==> config.mk <==
export PLATFORM = sky130hd
export DESIGN_NAME = alu_seq
export DESIGN_NICKNAME = d
export VERILOG_FILES = /design/src/rtl/alu_pkg.sv /design/src/rtl/alu_muldiv.sv /design/src/rtl/alu_seq.sv
export SDC_FILE = /design/constraint.sdc
export NUM_CORES = 1
export LEC_CHECK = 0
export CAP_MARGIN = 15
export CORE_MARGIN = 4
export CORE_UTILIZATION = 50
export DETAILED_ROUTE_END_ITERATION = 12
export GPL_ROUTABILITY_DRIVEN = 0
export PLACE_DENSITY_LB_ADDON = 0.25
export SYNTH_ARGS = -nofsm -noshare
export SYNTH_HDL_FRONTEND = slang
export SYNTH_SLANG_ARGS = --single-unit
==> constraint.sdc <==
create_clock -name clk -period 5.05 [get_ports clk]
set_clock_uncertainty 0.05 [all_clocks]
set_input_delay 1.515 -clock clk [delete_from_list [all_inputs] [get_ports clk]]
set_output_delay 1.515 -clock clk [all_outputs]
set_load 0.01 [all_outputs]
==> src/rtl/alu_pkg.sv <==
// Shared op-code constants and FSM state encoding for the sequential ALU.
package alu_pkg;

  localparam logic [3:0] OP_AND  = 4'd0;
  localparam logic [3:0] OP_OR   = 4'd1;
  localparam logic [3:0] OP_ADD  = 4'd2;
  localparam logic [3:0] OP_SUB  = 4'd3;
  localparam logic [3:0] OP_SLT  = 4'd4;
  localparam logic [3:0] OP_SLTU = 4'd5;
  localparam logic [3:0] OP_MUL  = 4'd6;
  localparam logic [3:0] OP_DIVU = 4'd7;

  typedef enum logic [1:0] {
    ST_IDLE = 2'd0,
    ST_RUN  = 2'd1,
    ST_DONE = 2'd2
  } state_e;

  function automatic logic is_iter(input logic [3:0] op);
    return (op == OP_MUL) || (op == OP_DIVU);
  endfunction

endpackage

==> src/rtl/alu_muldiv.sv <==
// Iterative unsigned multiply (shift-add) and divide (restoring), one step per cycle.
// res_hi_o/res_lo_o present the values the step in progress will write.
module alu_muldiv
  import alu_pkg::*;
#(
  parameter int WIDTH = 32,
  parameter int CNT_W = 6
) (
  input  logic             clk,
  input  logic             rst_n,
  input  logic             load_i,
  input  logic             step_i,
  input  logic             div_i,
  input  logic [WIDTH-1:0] a_i,
  input  logic [WIDTH-1:0] b_i,
  output logic [CNT_W-1:0] cnt_o,
  output logic             last_o,
  output logic             dz_o,
  output logic [WIDTH-1:0] res_hi_o,
  output logic [WIDTH-1:0] res_lo_o
);

  // acc_q: MUL upper product / DIVU remainder; lo_q: MUL multiplier->lower product / DIVU dividend->quotient
  logic [WIDTH-1:0] acc_q, acc_d;
  logic [WIDTH-1:0] lo_q, lo_d;
  logic [WIDTH-1:0] opd_q;
  logic             div_q;
  logic             dz_q;
  logic [CNT_W-1:0] cnt_q;

  logic [WIDTH:0]   mul_sum;
  logic [WIDTH:0]   div_sh;
  logic [WIDTH:0]   div_diff;

  always_comb begin
    mul_sum  = {1'b0, acc_q} + (lo_q[0] ? {1'b0, opd_q} : '0);
    div_sh   = {acc_q, lo_q[WIDTH-1]};
    div_diff = div_sh - {1'b0, opd_q};
    acc_d    = acc_q;
    lo_d     = lo_q;
    if (div_q) begin
      // Divisor zero never borrows: quotient fills with ones, remainder shifts in the dividend.
      if (!div_diff[WIDTH]) begin
        acc_d = div_diff[WIDTH-1:0];
        lo_d  = {lo_q[WIDTH-2:0], 1'b1};
      end else begin
        acc_d = div_sh[WIDTH-1:0];
        lo_d  = {lo_q[WIDTH-2:0], 1'b0};
      end
    end else begin
      acc_d = mul_sum[WIDTH:1];
      lo_d  = {mul_sum[0], lo_q[WIDTH-1:1]};
    end
  end

  always_ff @(posedge clk) begin
    if (!rst_n) begin
      acc_q <= '0;
      lo_q  <= '0;
      opd_q <= '0;
      div_q <= 1'b0;
      dz_q  <= 1'b0;
      cnt_q <= '0;
    end else if (load_i) begin
      acc_q <= '0;
      lo_q  <= div_i ? a_i : b_i;
      opd_q <= div_i ? b_i : a_i;
      div_q <= div_i;
      dz_q  <= div_i && (b_i == '0);
      cnt_q <= '0;
    end else if (step_i) begin
      acc_q <= acc_d;
      lo_q  <= lo_d;
      cnt_q <= cnt_q + CNT_W'(1);
    end
  end

  assign cnt_o    = cnt_q;
  assign last_o   = (cnt_q == CNT_W'(WIDTH - 1));
  assign dz_o     = dz_q;
  assign res_hi_o = acc_d;
  assign res_lo_o = lo_d;

endmodule

==> src/rtl/alu_seq.sv <==
// Sequential ALU: single-cycle logic/arith ops plus iterative MUL/DIVU.
// Handshake: start is accepted on any edge where busy=0; done pulses for one cycle when results update.
module alu_seq
  import alu_pkg::*;
#(
  parameter int WIDTH = 32,
  parameter int CNT_W = 6
) (
  input  logic             clk,
  input  logic             rst_n,
  input  logic             start,
  input  logic [3:0]       op,
  input  logic [WIDTH-1:0] A,
  input  logic [WIDTH-1:0] B,
  output logic [WIDTH-1:0] out,
  output logic [WIDTH-1:0] hi,
  output logic             ZF,
  output logic             DZ,
  output logic             busy,
  output logic             done,
  output logic [1:0]       state_o
);

  state_e           state_q, state_d;
  logic [WIDTH-1:0] out_q, out_d;
  logic [WIDTH-1:0] hi_q, hi_d;
  logic             zf_q, zf_d;
  logic             dz_q, dz_d;
  logic [WIDTH-1:0] sc_out;

  logic             md_load, md_step;
  logic [CNT_W-1:0] md_cnt;
  logic             md_last, md_dz;
  logic [WIDTH-1:0] md_hi, md_lo;

  alu_muldiv #(.WIDTH(WIDTH), .CNT_W(CNT_W)) u_muldiv (
    .clk      (clk),
    .rst_n    (rst_n),
    .load_i   (md_load),
    .step_i   (md_step),
    .div_i    (op == OP_DIVU),
    .a_i      (A),
    .b_i      (B),
    .cnt_o    (md_cnt),
    .last_o   (md_last),
    .dz_o     (md_dz),
    .res_hi_o (md_hi),
    .res_lo_o (md_lo)
  );

  always_comb begin
    sc_out = '0;
    case (op)
      OP_AND:  sc_out = A & B;
      OP_OR:   sc_out = A | B;
      OP_ADD:  sc_out = A + B;
      OP_SUB:  sc_out = A - B;
      OP_SLT:  sc_out = {{(WIDTH-1){1'b0}}, ($signed(A) < $signed(B))};
      OP_SLTU: sc_out = {{(WIDTH-1){1'b0}}, (A < B)};
      default: sc_out = '0;
    endcase
  end

  always_comb begin
    state_d = state_q;
    out_d   = out_q;
    hi_d    = hi_q;
    zf_d    = zf_q;
    dz_d    = dz_q;
    md_load = 1'b0;
    md_step = 1'b0;
    case (state_q)
      ST_RUN: begin
        md_step = 1'b1;
        if (md_last) begin
          state_d = ST_DONE;
          out_d   = md_lo;
          hi_d    = md_hi;
          dz_d    = md_dz;
          zf_d    = (md_lo == '0);
        end
      end
      default: begin
        state_d = ST_IDLE;
        if (start) begin
          if (is_iter(op)) begin
            state_d = ST_RUN;
            md_load = 1'b1;
          end else begin
            state_d = ST_DONE;
            out_d   = sc_out;
            hi_d    = '0;
            dz_d    = 1'b0;
            zf_d    = (sc_out == '0);
          end
        end
      end
    endcase
  end

  always_ff @(posedge clk) begin
    if (!rst_n) begin
      state_q <= ST_IDLE;
      out_q   <= '0;
      hi_q    <= '0;
      zf_q    <= 1'b1;
      dz_q    <= 1'b0;
    end else begin
      state_q <= state_d;
      out_q   <= out_d;
      hi_q    <= hi_d;
      zf_q    <= zf_d;
      dz_q    <= dz_d;
    end
  end

  assign out     = out_q;
  assign hi      = hi_q;
  assign ZF      = zf_q;
  assign DZ      = dz_q;
  assign busy    = (state_q == ST_RUN);
  assign done    = (state_q == ST_DONE);
  assign state_o = state_q;

endmodule

==> PnR_summary.wiki <==
{| class="wikitable"
! Metric !! Value
|-
| Number of cell rows || between 60 and 70
|-
| Number of clock buffers inserted by TritonCTS || 17
|-
| Height of the chip || 187 µm
|-
| Layout filler cell count || 2819
|-
| IR Drop Worst-Case VDD || 0.230 mV
|-
| Slowest cell delay on critical path || ~0.51 ns
|-
| Most used flip-flop cell after synthesis || dfxtp_1
|-
| Maximum clock frequency || 201 MHz
|-
| Setup slack of the worst register-to-register path || 0.68 ns
|-
| Drt drc || 0
|-
| Busiest layer in global routing || met2
|-
| Clock tree buffer depth || 2
|-
| TritonCTS clock tree || done
|-
| Initial core utilization || 0.507
|-
| Worst Reg-to-Reg Cells || 16
|-
| Synthesized netlist net count || roughly 2400
|-
| CTS clk-pin slew, worst paths || about 0.070 ns
|-
| Terminus of the critical flop-to-flop path || hi[29]$_SDFFE_PN0P_
|-
| Leak || slightly above 0.009 µW
|-
| Pins over their slew limit || 0
|-
| Number of endpoints failing setup at the final stage || 0
|-
| HPWL after detailed placement || 43000 µm
|-
| GRT met2 Usage || 0.472
|-
| Drt wl/cell || 19.6 µm
|-
| Antenna violations before repair || 2
|-
| Cell with the most instances on the worst path || buf_4
|-
| Source of the worst register-to-register timing path || u_muldiv.lo_q[0]$_SDFFE_PN0P_
|-
| Area added between synthesis and finish || 25.0%
|-
| CORE AREA || about 32000 µm²
|-
| Via count || 17468
|-
| Data arrival time at the worst-slack endpoint || approximately 5.3 ns
|-
| Final-layout setup total negative slack || 0 ns
|-
| Number of buffers added on ports || 140
|-
| Hold Path Sink || hi[18]$_SDFFE_PN0P_
|-
| Wire length of the first global-routing pass || 85300 µm
|-
| Clock latency on the worst-skew pair || ~0.43 ns
|-
| CP endpoint kind || register
|-
| Post-synthesis cell count || 2162
|-
| Class of the tightest hold or removal check || reg -> reg
|-
| Yosys warns || 0
|-
| Data required time at the worst endpoint || ~5.4 ns
|-
| Min-Delay Startpoint || hi[18]$_SDFFE_PN0P_
|-
| Pwr Total || 4260 µW
|-
| Fraction of the core area covered by cells at the end of the flow || 0.634
|-
| Transition time at the pin with the least slew margin || approximately 0.94 ns
|-
| Setup repair after global routing missed its margin || yes
|-
| Period minus WS final || between 4 and 5 ns
|-
| Post-place instance area || roughly 19000 µm²
|-
| Part of the Yosys area used for sequential elements || 0.215
|-
| Part of the cycle the worst path needs || 0.987
|-
| Routed Antenna Nets || 0
|-
| Fraction of met3 tracks used by global routing || 0.0511
|-
| Number of global-route vias before repair || 16165
|-
| Hold Path Cell Cnt || 2
|-
| Outcome || finished, final reports clean
|-
| Normalized max-slew margin || 0.371
|-
| Syn Std Cell Area || around 16000 µm²
|-
| Clock Tree Root || clkbuf_16
|-
| Number of iterations in the first detailed-routing pass || 10
|-
| Die ar. || 34900 µm²
|-
| Series of cell instances along the critical path || clkdlybuf4s50_1 -> inv_1 -> ha_1 -> or2_2 -> o2111ai_2 -> a2111oi_2 -> buf_4 -> o31a_1 -> a31oi_2 -> buf_4 -> a21oi_1 -> o32ai_1 -> o41ai_1 -> nor4_1 -> and4_1 -> nand4_1 -> o31ai_2
|-
| Post-route design area || roughly 20000 µm²
|-
| CP max stage cell || clkdlybuf4s50_1
|-
| Number of nets in the final layout || between 2000 and 3000
|-
| Startpoint-to-endpoint class of the critical path || in -> reg
|-
| Num Clock Sinks || between 150 and 200
|-
| Number of flops mapped to enable cells by yosys || 0
|-
| Final Routed Wirelength || approximately 56000 µm
|-
| Ys async rst share || 0
|-
| Chip Width || between 150 and 200 µm
|-
| Total routing resource utilization after global routing || 0.298
|-
| Number of DRC markers in iteration 0 || roughly 2200
|-
| Distinct cell type count of the synthesized netlist || between 80 and 90
|-
| Seq cells post-synth || 172
|-
| Largest net degree at the start of global routing || 107
|-
| Largest driver fanout on the critical path || 4
|-
| Met1 capacity usage during global routing || 0.401
|-
| Fraction of layout cells with a size suffix above 1 || 0.141
|-
| Pre-CTS WS || -0.597 ns
|-
| Remaining global-route overflow || 0
|-
| Post-route setup slack || approximately 0.065 ns
|-
| Total power divided by cell area || 213 nW/µm²
|-
| Number of endpoints with negative hold slack in the final report || 0
|-
| Top-level port count || about 140
|-
| Hold_buf cts || 0
|-
| Maximum Capacitance Violations || 0
|-
| Average via count per standard cell || roughly 6.2
|-
| Avg Cell Area, Syn || about 7.4 µm²
|-
| Type of origin of the critical path || input port
|-
| H-tree levels || 4
|}
## cell type report
cell class              count  area, µm²  area share
clock inverters            13        128     0.00638
clock buffers              19        453      0.0227
inverters                 156        586      0.0293
diodes                      1       2.50    0.000125
flip-flops and latches    172       3450       0.172
well taps                 402        503      0.0252
repair buffers            372       3160       0.158
multi-input cells        1702      11700       0.586
## cell usage after synthesis (33+ instances only)
library cell,number,area share
xnor2_1,58,0.032
nand2_1,202,0.047
clkbuf_1,105,0.025
inv_1,154,0.036
dfxtp_1,172,0.22
nand3_1,33,0.010
ha_1,164,0.13
a21oi_1,206,0.064
o21ai_0,161,0.050
o211ai_1,49,0.023
nor2_1,193,0.045
mux2i_1,52,0.033
o211a_1,36,0.023
a21o_1,45,0.021
and2_1,76,0.030
## critical path, delay by kind of cell
| kind | cells | cell delay (ns) |
|---|---|---|
| AOI/OAI and AO/OA | 8 | 1.70 |
| and+or+nand+nor | 4 | 0.91 |
| adders and majority gates | 1 | 0.21 |
| buffers and inverters | 4 | 0.95 |
## routing by layer
metal	vias to the layer above	routed length, µm
met5	-	7
met4	2	2540
met3	172	5220
met2	914	24400
met1	8117	23400
li1	8263	-
## cells by family (layout without fill, tap and decap cells)
family / Yosys count / count (layout) / synth area share
simple gates: 646 / 646 / 0.189
compound gates: 741 / 741 / 0.307
flops: 172 / 172 / 0.215
xor+xnor: 86 / 86 / 0.0476
other cells: 0 / 1 / 0
buf+inv: 288 / 560 / 0.0692
fa+ha+maj: 168 / 168 / 0.133
mux: 61 / 61 / 0.0389
## state kept, by name, summed over array words and instances (netlist names)
name            flops
out                32
ZF                  1
state_o             2
hi                 32
u_muldiv.div_q      1
u_muldiv.lo_q      32
u_muldiv.opd_q     32
u_muldiv.acc_q     32
u_muldiv.cnt_o      6
DZ                  1
u_muldiv.dz_o       1
## report_power, final
group	switching, µW	internal, µW
registers	37.6	1390
logic	837	678
clock network	596	718
## layout by cell type (no fill, tap or decap), drive strengths merged, types with 26 or more instances in the layout
cell and instances:
nor2 194, nand2 202, a31oi 26, nand3 33
xnor2 58, dfxtp 172, o211a 36, a21oi 206
mux2i 52, inv 162, o211ai 49, buf 234
xor2 28, clkdlybuf4s50 135, and2 76, a21o 45
ha 164, o21ai 164
## worst max path at each step
| stage | startpoint | end |
|---|---|---|
| after floorplan | A[0] | ZF$_SDFFE_PN1P_ |
| after global placement | A[1] | ZF$_SDFFE_PN1P_ |
| after detailed placement | B[0] | ZF$_SDFFE_PN1P_ |
| after CTS | A[0] | ZF$_SDFFE_PN1P_ |
| after global routing | B[15] | out[31]$_SDFFE_PN0P_ |
| final | B[1] | ZF$_SDFFE_PN1P_ |
## timing repair
action                                  4_1_cts  5_1_grt
endpoints found under the setup margin        5       14
pin swaps                                     2       17
buffers inserted                              0        4
gates cloned                                  0        0
resized for setup                             7       38
## stage by stage
stage          hold WS [ns]  instances
5_1_grt               0.414       2836
4_1_cts               0.407       2832
6_report              0.401       2837
2_1_floorplan         0.375       2162
3_5_place_dp          0.391       2800
3_3_place_gp          0.384       2800
Note: power is estimated with default switching activity, not from simulation.
